--- config.mk ---
export PLATFORM = sky130hd
export DESIGN_NAME = fifo_wr_arbiter_flat
export DESIGN_NICKNAME = d
export VERILOG_FILES = /design/src/rtl/fifo_wr_arbiter_if.sv /design/src/rtl/fifo_wr_arbiter.sv /design/src/flat_wrapper.sv
export SDC_FILE = /design/constraint.sdc
export NUM_CORES = 1
export LEC_CHECK = 0
export ABC_AREA = 0
export CAP_MARGIN = 40
export CORE_ASPECT_RATIO = 0.7
export CORE_MARGIN = 4
export CORE_UTILIZATION = 50
export DETAILED_ROUTE_END_ITERATION = 10
export PLACE_DENSITY = 0.85
export SLEW_MARGIN = 20
export SYNTH_ARGS = -nofsm -noshare
export SYNTH_HDL_FRONTEND = slang
export SYNTH_SLANG_ARGS = --single-unit
--- constraint.sdc ---
create_clock -name clk -period 3.7 [get_ports clk]
set_clock_uncertainty 0.2 [all_clocks]
set_input_delay 0.37 -clock clk [delete_from_list [all_inputs] [get_ports clk]]
set_output_delay 0.37 -clock clk [all_outputs]
set_load 0.01 [all_outputs]
--- src/rtl/fifo_wr_arbiter_if.sv ---
// Write-port bundle between the arbiter and the shared fifo.
// The arbiter drives write enable/data; the fifo answers with full and delayed wrdone.
interface fifo_wr_arbiter_if #(
  parameter int DATA_WIDTH = 8
);
  logic                  fifo_wren;
  logic [DATA_WIDTH-1:0] fifo_wrdata;
  logic                  fifo_wrdone;
  logic                  fifo_full;

  modport master (output fifo_wren, fifo_wrdata, input fifo_wrdone, fifo_full);
  modport slave  (input fifo_wren, fifo_wrdata, output fifo_wrdone, fifo_full);
endinterface

--- src/rtl/fifo_wr_arbiter.sv ---
// Round-robin arbiter sharing one fifo write port between NUM_REQ requesters.
// Tracks each in-flight write by a tag pipeline so wrdone routes back; rejected writes are retried.
module fifo_wr_arbiter #(
  parameter int NUM_REQ    = 3,
  parameter int DATA_WIDTH = 8,
  parameter int WR_LAT     = 1
) (
  input  logic                          clk,
  input  logic                          reset,
  input  logic [NUM_REQ-1:0]            req,
  input  logic [NUM_REQ*DATA_WIDTH-1:0] req_data,
  output logic [NUM_REQ-1:0]            done,
  output logic [15:0]                   retry_count,
  fifo_wr_arbiter_if.master             fifo
);
  localparam int IW = (NUM_REQ > 1) ? $clog2(NUM_REQ) : 1;

  logic [NUM_REQ-1:0]         pend, pend_nxt, elig, done_nxt;
  logic [IW-1:0]              ptr, gnt_idx, cand, t_idx;
  logic                       gnt_vld, issue, t_vld, retry_inc;
  logic [DATA_WIDTH-1:0]      sel_data, wrdata_q;
  logic                       wren_q;
  // Stage 0 lines up with the fifo_wren cycle, stage WR_LAT with its fifo_wrdone cycle.
  logic [WR_LAT:0]            vld_pipe;
  logic [WR_LAT:0][IW-1:0]    idx_pipe;

  assign fifo.fifo_wren   = wren_q;
  assign fifo.fifo_wrdata = wrdata_q;

  // A requester whose done is high this cycle counts as free, so a held
  // request is re-granted on the edge where done falls.
  always_comb begin
    elig    = req & ~(pend & ~done);
    gnt_vld = 1'b0;
    gnt_idx = '0;
    cand    = '0;
    for (int k = NUM_REQ - 1; k >= 0; k--) begin
      cand = IW'((int'(ptr) + k) % NUM_REQ);
      if (elig[cand]) begin
        gnt_vld = 1'b1;
        gnt_idx = cand;
      end
    end
  end

  assign issue = gnt_vld & ~fifo.fifo_full;

  always_comb begin
    sel_data = '0;
    for (int i = 0; i < NUM_REQ; i++)
      if (gnt_idx == IW'(i)) sel_data = req_data[i*DATA_WIDTH +: DATA_WIDTH];
  end

  assign t_vld = vld_pipe[WR_LAT];
  assign t_idx = idx_pipe[WR_LAT];

  // wrdone with no valid tag behind it is dropped.
  always_comb begin
    pend_nxt  = pend & ~done;
    done_nxt  = '0;
    retry_inc = 1'b0;
    if (t_vld) begin
      if (fifo.fifo_wrdone) begin
        done_nxt[t_idx] = 1'b1;
      end else begin
        pend_nxt[t_idx] = 1'b0;
        retry_inc       = 1'b1;
      end
    end
    if (issue) pend_nxt[gnt_idx] = 1'b1;
  end

  always_ff @(posedge clk or posedge reset) begin
    if (reset) begin
      wren_q      <= 1'b0;
      wrdata_q    <= '0;
      done        <= '0;
      pend        <= '0;
      ptr         <= '0;
      retry_count <= '0;
      vld_pipe    <= '0;
      idx_pipe    <= '0;
    end else begin
      wren_q   <= issue;
      pend     <= pend_nxt;
      done     <= done_nxt;
      vld_pipe <= {vld_pipe[WR_LAT-1:0], issue};
      idx_pipe <= {idx_pipe[WR_LAT-1:0], gnt_idx};
      if (issue) begin
        wrdata_q <= sel_data;
        ptr      <= (gnt_idx == IW'(NUM_REQ - 1)) ? '0 : gnt_idx + IW'(1);
      end
      if (retry_inc && retry_count != 16'hFFFF)
        retry_count <= retry_count + 16'd1;
    end
  end
endmodule
--- src/flat_wrapper.sv ---
// flat-port wrapper written by rule: the top's interface ports become plain ports
module fifo_wr_arbiter_flat 
#(
  parameter int NUM_REQ    = 3,
  parameter int DATA_WIDTH = 8,
  parameter int WR_LAT     = 1
)
  (clk, reset, req, req_data, done, retry_count, fifo_fifo_wren, fifo_fifo_wrdata, fifo_fifo_wrdone, fifo_fifo_full);
  fifo_wr_arbiter_if #(.DATA_WIDTH(DATA_WIDTH)) fifo_i ();
  input  logic clk;
  input  logic reset;
  input  logic [NUM_REQ-1:0] req;
  input  logic [NUM_REQ*DATA_WIDTH-1:0] req_data;
  output logic [NUM_REQ-1:0] done;
  output logic [15:0] retry_count;
  output wire logic [$bits(fifo_i.fifo_wren)-1:0] fifo_fifo_wren;
  output wire logic [$bits(fifo_i.fifo_wrdata)-1:0] fifo_fifo_wrdata;
  input wire logic [$bits(fifo_i.fifo_wrdone)-1:0] fifo_fifo_wrdone;
  input wire logic [$bits(fifo_i.fifo_full)-1:0] fifo_fifo_full;
  assign fifo_fifo_wren = fifo_i.fifo_wren;
  assign fifo_fifo_wrdata = fifo_i.fifo_wrdata;
  assign fifo_i.fifo_wrdone = fifo_fifo_wrdone;
  assign fifo_i.fifo_full = fifo_fifo_full;
  fifo_wr_arbiter #(.NUM_REQ(NUM_REQ), .DATA_WIDTH(DATA_WIDTH), .WR_LAT(WR_LAT)) u_core (.clk(clk), .reset(reset), .req(req), .req_data(req_data), .done(done), .retry_count(retry_count), .fifo(fifo_i));
endmodule
* Yosys cells after proc, flatten, opt, wreduce, memory -nomap -nowiden *
Index checks and enable logic that the tools add are counted.

cells by class
  add/subtract/negate cells = 4
  divide/modulo/power cells = 3
  magnitude comparators = 7
  equality and inequality tests = 3
  muxes and demuxes = 27
  bitwise operators = 9
  reductions and logical operators = 4

operators with widths
  operator                 number
  $mod A32 B3 Y32 const B  2
  $mod A3 B3 Y32 const B   1
  $mux W8                  3
  $add A16 B1 Y16 const B  1
  $ne A16 B16 Y1 const B   1
  $lt A2 B3 Y1 const B     5
  $mux W3                  5
  $mux W1                  10
  $and A3 B3 Y3            3
  $not A3 Y3               3
  $mux W2                  4
  $bmux W1 S2              3
  $demux W1 S2             2
  $ge A2 B1 Y1 const B     2
  $add A2 B1 Y3 const B    1
  $add A2 B2 Y3 const B    1
  $logic_and A1 B1 Y1      3
  $or A3 B3 Y3             1
  $add A2 B1 Y2 const B    1
  $eq A2 B1 Y1 const B     1
  $eq A2 B2 Y1 const B     1
  $logic_not A2 Y1         1
  $and A1 B1 Y1            1
  $not A1 Y1               1

word-level totals
  register bits after elaboration = 39
  input bits = 31
  logic and storage cells = 66

* Logic depth before layout (Yosys ltp) *
  depth in word-level cells = 15
  mapped depth = 9

* Least setup slack after synthesis *
Ideal clock, no wire load.

  path kind = register -> register
  start = register u_core.ptr[0]
  end = register u_core.wrdata_q[1] (netlist: u_core.fifo.fifo_wrdata[1])
  arrival time = 2000 ps
  data required time = 3396 ps
  setup slack = 1397 ps
  cell stages (with the launch flop) = 10
  path buffers = 1
  period minus slack after synthesis = 2303 ps
  cell sequence = dfrtp_1 -> inv_1 -> ha_1 -> or2_4 -> o311ai_4 -> a31oi_2 -> and2_4 -> buf_6 -> a21boi_1 -> o41ai_2

between the ends
  word-level cells in the longest chain between the ends = 11
  elaborated cells on any way between the ends = 24
  classes of those cells = 2 x add/sub; 3 x div; 2 x eq/ne; 15 x mux; 1 x bitwise; 1 x reduce/logical

RTL lines
  element                        RTL line               RTL
  from (decl)                    fifo_wr_arbiter.sv:19  logic [IW-1:0] ptr, gnt_idx, cand, t_idx;
  from (signal assigned)         fifo_wr_arbiter.sv:91  ptr <= (gnt_idx == IW'(NUM_REQ - 1)) ? '0 : gnt_idx + IW'(1);
  $add A2 B2 Y3                  fifo_wr_arbiter.sv:38  cand = IW'((int'(ptr) + k) % NUM_REQ);
  $mod A32 B3 Y32                fifo_wr_arbiter.sv:38
  $bmux W1 S2                    fifo_wr_arbiter.sv:39  if (elig[cand]) begin
  $mux W1 (not written as such)  fifo_wr_arbiter.sv:39
  $mux W2 (2 in series)          fifo_wr_arbiter.sv:39
  $mux W2 (*)                    fifo_wr_arbiter.sv:39
  net u_core.gnt_idx[0]          fifo_wr_arbiter.sv:19
  $logic_not A2 Y1               fifo_wr_arbiter.sv:51  if (gnt_idx == IW'(i)) sel_data = req_data[i*DATA_WIDTH +: DATA_WIDTH];
  $mux W8 (2 in series)          fifo_wr_arbiter.sv:51
  $mux W8 (*)                    fifo_wr_arbiter.sv:51
  to (signal assigned)           fifo_wr_arbiter.sv:90  wrdata_q <= sel_data;
  to (decl)                      fifo_wr_arbiter.sv:21  logic [DATA_WIDTH-1:0] sel_data, wrdata_q;

Mark *: on every way through the listed nets, which the timed path passes. The rest lies on a longest branch. The select of a mux whose other input is x is not followed.
A chain may end at the register's enable or synchronous reset.

* Worst setup path after layout *
  start = register u_core.ptr[0]
  end = register u_core.wrdata_q[7] (netlist: u_core.fifo.fifo_wrdata[7])

The elaborated chain is that of the path after synthesis.

==> impl_metrics.env <==
export IMPL_synthXorXnorAreaFrac_pct=6.52
export IMPL_yosys_area_share_simple_pct=17.6
export IMPL_clk_latency_ns=0.29
export IMPL_final_common_cell="clkdlybuf4s50_1"
export IMPL_maxCapViolations=0
export IMPL_leakagePower_nw=1.12
export IMPL_multi_input_area_um2=852
export IMPL_drive_gt1_share_pct=10.5
export IMPL_yosys_mux_area_fraction_pct=0.599
export IMPL_dieArea_mm2=0.00482
export IMPL_tns_ns=0
export IMPL_final_setup_worst_slack_ns=1.17
export IMPL_rows=18
export IMPL_fin_area_mm2=0.00261
export IMPL_hp_class="in -> async"
export IMPL_setup_viol=0
export IMPL_period_share_pct=68.3
export IMPL_synthAdderAreaFrac_pct=2.59
export IMPL_antenna_cells=0
export IMPL_chipHeight_um=59.3
export IMPL_io_buffer_count=58
export IMPL_vdd_drop_max_mv=0.211
export IMPL_cts_tree="done"
export IMPL_critical_path_required_ns=3.70
export IMPL_synth_top_family_by_area="compound AO/OA/AOI/OAI gates"
export IMPL_cts_path_max_buffers=2
export IMPL_rr_worst_depth=7
export IMPL_yosysTopAreaCell="dfrtp_1"
export IMPL_htreeDepth=2
export IMPL_fmax_mhz=396
export IMPL_final_cell_mix="58 x clkdlybuf4s50_1, 38 x dfrtp_1, 19 x nor2_1"
export IMPL_place_gp_congestion=0.788
export IMPL_powerDensity_mw_per_mm2=292
export IMPL_io_pins=59
export IMPL_placed_area_mm2=0.00252
export IMPL_ys_ff_latch=38
export IMPL_ctsResizeCount=0
export IMPL_start_kind="register"
export IMPL_clk_pin_slew_ns=0.07
export IMPL_postSynthAreaPerCell_um2=10.9
export IMPL_crit_start="u_core.ptr[0]"
export IMPL_yosysSeqAreaShare_pct=50.6
export IMPL_syn_cell_area_mm2=0.00188
export IMPL_dp_hpwl_mm=3.20
export IMPL_grt_pass1_wl_mm=6.87
export IMPL_rsz0062_at_grt="no"
export IMPL_crit_arrival_ns=2.53
export IMPL_tightest_slew_ns=0.718
export IMPL_drt_first_pass_iters=4
export IMPL_clockRootBuffer="clkbuf_8"
export IMPL_syn_nets=206
export IMPL_grt_pass1_vias=1479
export IMPL_antenna_found_initial=0
export IMPL_synth_top_area_share_pct=50.6
export IMPL_layout_min_cycle_time_ns=2.53
export IMPL_die_x_um=81.3
export IMPL_relSlewSlack_pct=52.1
export IMPL_slew_violations=0
export IMPL_r2r_end="u_core.fifo.fifo_wrdata[7]"
export IMPL_vias_per_cell=5.28
export IMPL_drc=0
export IMPL_synth_compound_area_share_pct=18.0
export IMPL_p_total_uw=761
export IMPL_r2r_start="u_core.ptr[0]"
export IMPL_nets=270
export IMPL_final_antenna_net_count=0
export IMPL_cts_sinks=38
export IMPL_r2r_setup_slack_ns=1.17
export IMPL_wl_mm=4.11
export IMPL_drt_wirelength_per_cell_um=14.3
export IMPL_grt_max_degree=25
export IMPL_vias=1514
export IMPL_area_growth_syn_to_layout_pct=38.8
export IMPL_hold_viol=0
export IMPL_coreArea_mm2=0.00358
export IMPL_overflow=0
export IMPL_syn_inst=172
export IMPL_place_ws_ns=0.972
export IMPL_synth_area_leaders="dfrtp_1 51%, xnor2_1 5.6%, nor2_1 3.8%"
export IMPL_postCtsSetupRepairBufs=0
export IMPL_crit_type="reg -> reg"
export IMPL_utilization_pct=72.9
export IMPL_cp_end_kind="register"
export IMPL_yosys_warnings=0
export IMPL_hold_buffers=0
export IMPL_numCtsBuffers=5
export IMPL_synth_cell_types=45
export IMPL_outcome="completed"
export IMPL_drt_iter0_markers=71
export IMPL_n_fill_cell=263
export IMPL_initial_core_util_pct=52.5
export IMPL_path_max_fanout=11
export IMPL_regArea_um2=951
export IMPL_grtUsageTotal_pct=19.1
sequential cells by signal, summed over array words and instances, names as in the netlist:
register,count
u_core.t_idx,2
u_core.done,3
u_core.pend,3
u_core.ptr,2
u_core.idx_pipe,2
u_core.retry_count,16
u_core.vld_pipe,2
u_core.fifo.fifo_wrdata,8
kinds of logic (layout without fill, tap and decap cells):
family,after synthesis,after routing
DFF,38,38
and+or+nand+nor,63,63
AOI/OAI and AO/OA,40,40
buffers and inverters,12,77
muxes,1,1
adders and majority gates,4,4
xor gates and xnor gates,14,14
metal layers:
layer / vias to the layer above / global-route usage [%] / part of all wire [%]
met3: 6 / 5.47 / 5.1
met5: - / 0 / 0
met1: 716 / 26.6 / 49
met2: 46 / 27.6 / 45
met4: 0 / 8.43 / 1.4
li1: 746 / - / -
cells in the mapped netlist, drive strengths merged:
cell type  count
a2111o         1
a211o          1
a211oi         5
a21boi         7
a21oi          2
a221oi         1
a222oi         1
a22oi          1
a2bb2oi        1
a31o           1
a31oi          2
and2           1
and3           2
and4           2
buf            3
clkbuf         1
dfrtp         38
ha             3
inv            8
maj3           1
mux2           1
nand2         15
nand2b         6
nand3          6
nand4          4
nor2          19
nor2b          1
nor3           4
nor4b          2
o2111ai        1
o21ai          5
o21bai         1
o22ai          2
o311ai         1
o31ai          5
o41ai          2
or2            1
xnor2         12
xor2           2
power breakdown:
part           switching (mW)  total (mW)  internal [mW]  leakage (nW)
Sequential                  0       0.415          0.415         0.510
Combinational          0.0171      0.0517         0.0347         0.560
Clock                   0.144       0.294          0.150        0.0482
stage by stage:
| step | cells | hold WS [ns] |
|---|---|---|
| CTS | 287 | 0.159 |
| global route | 287 | 0.164 |
| global placement | 278 | 0.135 |
| finish | 287 | 0.149 |
| detailed placement | 279 | 0.140 |
| floorplan | 172 | 0.131 |
worst max-delay path, cell delays in order (launching register included):
cell and delay [ns]:
dfrtp_1 0.35, inv_1 0.07, ha_1 0.40, o21ai_0 0.21, a2111o_1 0.62, inv_1 0.27, a211oi_1 0.09, o31ai_1 0.22
worst max-delay path by stage:
stage	end	slack (ns)	cells after the start
2_1_floorplan	u_core.fifo.fifo_wrdata[1]	1.40	9
3_3_place_gp	u_core.fifo.fifo_wrdata[1]	1.06	5
3_5_place_dp	u_core.fifo.fifo_wrdata[2]	0.97	5
4_1_cts	u_core.fifo.fifo_wrdata[4]	1.20	7
5_1_grt	u_core.fifo.fifo_wrdata[7]	0.98	7
6_report	u_core.fifo.fifo_wrdata[7]	1.17	7
cell type report:
cell class                 instances  share of cell area, %
clock buffer                       7                   3.31
clock inverter                     1                  0.192
inverter                           8                   1.15
multi-input combinational        122                   32.6
sequential                        38                   36.4
tap                               50                   2.40
timing repair buffer              61                   23.9
Note: power is estimated with default switching activity, not from simulation.
